### src/rtl/dct2d_ctrl_ts.sv
// dct2d_ctrl_ts: row/column sequencer sharing one 8-point 1-D DCT core for an 8x8 2-D DCT
module dct2d_ctrl_ts #(
  parameter int IN_W      = 32,
  parameter int ROW_SHIFT = 0
) (
  input  logic              clk,
  input  logic              rst_n,
  input  logic              abort,
  input  logic              s_valid,
  output logic              s_ready,
  input  logic [8*IN_W-1:0] s_data,
  output logic              m_valid,
  input  logic              m_ready,
  output logic [8*IN_W-1:0] m_data,
  output logic [2:0]        m_idx,
  output logic              m_last,
  output logic              dct_in_valid,
  input  logic              dct_in_ready,
  output logic [8*IN_W-1:0] dct_in,
  input  logic              dct_out_valid,
  output logic              dct_out_ready,
  input  logic [8*IN_W-1:0] dct_out,
  output logic              busy
);
  typedef enum logic [2:0] {ROW_ISSUE, ROW_WAIT, COL_ISSUE, COL_WAIT, DRAIN} state_t;
  localparam int RS1 = ROW_SHIFT > 0 ? ROW_SHIFT - 1 : 0;
  localparam logic [IN_W:0] RND = ROW_SHIFT > 0 ? (IN_W+1)'(1) << RS1 : '0;
  state_t state, state_nxt;
  logic [2:0] row_cnt, col_cnt, row_nxt, col_nxt;
  logic wr;
  logic [IN_W-1:0] tbuf [8][8];
  logic [8*IN_W-1:0] col_vec, rnd_vec;
  logic signed [IN_W:0] ext;
  assign m_data = dct_out;
  assign dct_in = state == COL_ISSUE ? col_vec : s_data;
  assign m_idx  = state == COL_WAIT ? col_cnt : 3'd0;
  assign m_last = state == COL_WAIT && col_cnt == 3'd7;
  assign busy   = !(state == ROW_ISSUE && row_cnt == 3'd0);
  // Round-to-nearest shift of the row-pass result, sign-extended by one bit so the bias cannot overflow
  always_comb begin
    ext = '0;
    rnd_vec = '0;
    for (int k = 0; k < 8; k++) begin
      ext = $signed({dct_out[k*IN_W+IN_W-1], dct_out[k*IN_W +: IN_W]}) + $signed(RND);
      rnd_vec[k*IN_W +: IN_W] = IN_W'(ext >>> ROW_SHIFT);
    end
  end
  // Column col_cnt of the transpose buffer, sample r taken from row r
  always_comb begin
    col_vec = '0;
    for (int r = 0; r < 8; r++) col_vec[r*IN_W +: IN_W] = tbuf[r][col_cnt];
  end
  // Transpose buffer keeps its contents across reset; every block overwrites it fully before reading
  always_ff @(posedge clk) begin
    if (wr) for (int k = 0; k < 8; k++) tbuf[row_cnt][k] <= rnd_vec[k*IN_W +: IN_W];
  end
  // Handshake routing and next-state; abort overrides every handshake
  always_comb begin
    state_nxt = state;
    row_nxt = row_cnt;
    col_nxt = col_cnt;
    wr = 1'b0;
    s_ready = 1'b0;
    dct_in_valid = 1'b0;
    dct_out_ready = 1'b0;
    m_valid = 1'b0;
    unique case (state)
      ROW_ISSUE: begin
        s_ready = !abort && dct_in_ready;
        dct_in_valid = !abort && s_valid;
        if (abort) begin
          row_nxt = '0;
          col_nxt = '0;
        end else if (s_valid && dct_in_ready) state_nxt = ROW_WAIT;
      end
      ROW_WAIT, COL_WAIT: begin
        dct_out_ready = abort || state == ROW_WAIT || m_ready;
        m_valid = !abort && state == COL_WAIT && dct_out_valid;
        if (abort) begin
          row_nxt = '0;
          col_nxt = '0;
          state_nxt = dct_out_valid ? ROW_ISSUE : DRAIN;
        end else if (dct_out_valid && state == ROW_WAIT) begin
          wr = 1'b1;
          row_nxt = row_cnt + 3'd1;
          state_nxt = row_cnt == 3'd7 ? COL_ISSUE : ROW_ISSUE;
        end else if (dct_out_valid && m_ready) begin
          col_nxt = col_cnt + 3'd1;
          state_nxt = col_cnt == 3'd7 ? ROW_ISSUE : COL_ISSUE;
        end
      end
      COL_ISSUE: begin
        dct_in_valid = !abort;
        if (abort) begin
          row_nxt = '0;
          col_nxt = '0;
          state_nxt = ROW_ISSUE;
        end else if (dct_in_ready) state_nxt = COL_WAIT;
      end
      DRAIN: begin
        dct_out_ready = 1'b1;
        if (dct_out_valid) state_nxt = ROW_ISSUE;
      end
      default: state_nxt = ROW_ISSUE;
    endcase
  end
  // State and counter registers
  always_ff @(posedge clk or negedge rst_n) begin
    if (!rst_n) begin
      state <= ROW_ISSUE;
      row_cnt <= '0;
      col_cnt <= '0;
    end else begin
      state <= state_nxt;
      row_cnt <= row_nxt;
      col_cnt <= col_nxt;
    end
  end
endmodule

### config.mk
export PLATFORM = sky130hd
export DESIGN_NAME = dct2d_ctrl_ts
export DESIGN_NICKNAME = d
export VERILOG_FILES = /design/src/rtl/dct2d_ctrl_ts.sv
export SDC_FILE = /design/constraint.sdc
export NUM_CORES = 2
export LEC_CHECK = 0
export BUFFER_PORTS_ARGS = -buffer_cell sky130_fd_sc_hd__clkbuf_2
export CAP_MARGIN = 10
export CORE_MARGIN = 1.5
export CORE_UTILIZATION = 45
export DETAILED_ROUTE_END_ITERATION = 10
export PLACE_DENSITY = 0.65
export SYNTH_ARGS = -nofsm -noshare
export SYNTH_HDL_FRONTEND = slang
export SYNTH_SLANG_ARGS = --single-unit
### constraint.sdc
create_clock -name clk -period 21.7 [get_ports clk]
set_clock_uncertainty 0.1 [all_clocks]
set_input_delay 1.085 -clock clk [delete_from_list [all_inputs] [get_ports clk]]
set_output_delay 1.085 -clock clk [all_outputs]
set_load 0.02 [all_outputs]
==> impl_metrics.env <==
export IMPL_cp_max_fo=119
export IMPL_clkTransAtPathRegs_ns=0.06
export IMPL_crit_path_start_kind="flop"
export IMPL_grtUsageTotal_pct=25.26
export IMPL_ys_async_sr_fraction_pct=0.4375
export IMPL_final_area_mm2=0.09481
export IMPL_crit_slowest_cell="buf_4"
export IMPL_p_clk_share_pct=34.6
export IMPL_crit_required_ns=20.51
export IMPL_critPathKind="flop to output pin"
export IMPL_yosysSeqAreaShare_pct=74.38
export IMPL_num_nets_final=6005
export IMPL_core_mm2=0.1831
export IMPL_critPathMaxStageDelay_ns=1.04
export IMPL_cpMostUsedCell="buf_4"
export IMPL_grt_antenna_before_repair=27
export IMPL_syn2layout_area_growth_pct=14.25
export IMPL_hold_viol_final=0
export IMPL_die_area_mm2=0.1870
export IMPL_netlist_top_cells_area="edfxtp_1 (74%), mux2i_1 (8.6%), a22oi_1 (2.7%), buf_4 (2.7%), mux2_2 (2.6%)"
export IMPL_drt_initial_drc_count=4489
export IMPL_utilization_pct=51.79
export IMPL_routedWlPerCell_um=29.86
export IMPL_p_per_area_mw_per_mm2=102.0
export IMPL_synth_seq_cells=2057
export IMPL_h_tree_depth=4
export IMPL_vias=46391
export IMPL_clk_latency_ns=0.84
export IMPL_grt_pass1_wl_um=332900
export IMPL_ant_nets=0
export IMPL_place_area_mm2=0.08844
export IMPL_io_pins=1040
export IMPL_maxCapViolCount=0
export IMPL_start_util_pct=45.32
export IMPL_grt_max_degree=147
export IMPL_route_detailed_drc=0
export IMPL_synthCells=4706
export IMPL_cts_sinks=2057
export IMPL_critPathArrivalTime_ns=6.58
export IMPL_globalRouteOverflowTotal=0
export IMPL_dp_slack_ns=14.61
export IMPL_power_w=0.009668
export IMPL_p_leak_nw=31.63
export IMPL_die_x_um=432.4
export IMPL_finalSetupViolations=0
export IMPL_drive_above_1_share_pct=29.07
export IMPL_numCtsBuffers=203
export IMPL_intPower_w=0.006852
export IMPL_synth_edf_count=2048
export IMPL_yosys_area_top_type_share_pct=74.11
export IMPL_clockRootBuffer="clkbuf_16"
export IMPL_first_global_vias=43949
export IMPL_endpoint_kind="output pin"
export IMPL_synth_nets=5230
export IMPL_vias_per_cell=5.710
export IMPL_grt_setup_unrepaired="no"
export IMPL_dieHeight_um=432.4
export IMPL_switchingPower_w=0.002816
export IMPL_synth_top_area_cell="edfxtp_1"
export IMPL_fin_crit_sh_pct=35.80
export IMPL_drtPass1Iterations=5
export IMPL_fmax_mhz=128.7
export IMPL_hpwl_um=157800
export IMPL_drv_slew=0
export IMPL_mostFrequentLayoutCell="edfxtp_1"
export IMPL_layout_common_cells="edfxtp_1 (2048), clkbuf_2 (1039), mux2i_1 (716)"
export IMPL_wl_um=242600
export IMPL_pwr_share_comb_pct=19.5
export IMPL_hp_class="primary input to flop"
export IMPL_tightest_slew_ns=1.421
export IMPL_gp_congestion=0.8625
export IMPL_status="finished, final reports clean"
export IMPL_clockBufferDepth=3
export IMPL_cts_tree="done"
export IMPL_min_period_ns=7.768
export IMPL_crit_chain="buf_4, buf_4, buf_12, buf_4, mux4_2, nor2b_1, o22a_1, clkbuf_2"
export IMPL_yosysUniqueCellTypes=41
export IMPL_synth_ff_type="edfxtp_1"
export IMPL_fp_row_count=157
export IMPL_syn_area_mm2=0.08298
export IMPL_switching_share_pct=29.13
export IMPL_fin_tns_setup_ns=0
export IMPL_avgSynthCellArea_um2=17.63
export IMPL_setup_ws_ns=13.93
export IMPL_ys_warn_count=0
export IMPL_relSlewSlack_pct=5.294
export IMPL_port_buffers=1039
export IMPL_p_seq_share_pct=45.9
export IMPL_ir_drop_mv=0.07605
-- critical path: cells and delay by family, from the launching register on --
kind,cells,cell delay [ns]
muxes,1,0.61
buffers and inverters,5,3.60
DFF,1,0.85
AOI/OAI and AO/OA,1,0.25
and+or+nand+nor,1,0.15
-- cell families after synthesis --
family	count (synthesis)	synth area share, %
AOI/OAI and AO/OA	623	5.645
adders and majority gates	5	0.07539
buffers and inverters	541	4.305
DFF	2057	74.38
muxes	965	12.84
and+or+nand+nor	515	2.747
-- registers in the layout, indices dropped and copies added, names as in the netlist --
signal and cells:
row_cnt 3, tbuf 2048, state 3, col_cnt 3
-- Yosys cell counts, drive strengths merged, types with 2 or more instances --
cell type  count
a22oi        296
and3           3
ha             5
inv            6
mux2         188
mux2i        716
a21oi          3
dfrtp          9
buf          441
edfxtp      2048
clkbuf        94
nand2        311
nor3           4
o22a          61
mux4          61
o221ai       155
nand2b         2
o21ai        103
nand3        105
nor2b         66
nor2          16
-- routing by layer --
layer	part of all wire, %	global-route usage, %
met1	40	33.51
met2	50	41.97
met5	0.040	0
met4	3.5	9.201
met3	6.9	4.204
-- what timing repair did --
item,CTS,global route
endpoints found under the hold margin,8,0
resized for setup,0,0
buffers inserted,0,0
hold buffers,1,0
-- metrics by stage --
stage          hold WS, ns  std cells
2_1_floorplan       0.4762       4706
3_3_place_gp        0.5134       7739
3_5_place_dp        0.5198       7739
4_1_cts             0.3373       8116
5_1_grt             0.3649       8121
6_report            0.4143       8124
-- final cells by class --
class                           count  area, um2
Multi-Input combinational cell   2108      17810
Clock buffer                      251       5301
Timing Repair Buffer             1105       5798
Tap cell                         2464       3083
Sequential cell                  2057      61740
Antenna cell                        8      20.02
Clock inverter                    125       1041
Fill cell                       14861      88270
Inverter                            6      22.52
-- power by group through the flow --
stage               clock network [W]  logic, W  registers, W
floorplan                           0   0.00122       0.00453
global placement                    0   0.00188       0.00452
detailed placement                  0   0.00189       0.00452
CTS                           0.00340   0.00190       0.00444
global route                  0.00355   0.00198       0.00444
finish                        0.00335   0.00188       0.00444
-- final timing paths --
check / slack (ns) / from / to / cells past startpoint
hold / removal: 0.41 / dct_out_valid / state[2] / 2
min in group asynchronous: 0.62 / rst_n / state[0] / 2
hold reg to reg: 0.54 / row_cnt[0] / row_cnt[0] / 2
setup reg to reg: 15.98 / col_cnt[0] / state[1] / 10
max in group asynchronous: 20.53 / rst_n / col_cnt[0] / 2
setup / recovery: 13.93 / col_cnt[0] / dct_in[27] / 8
Power figures use the tool's default switching activity.
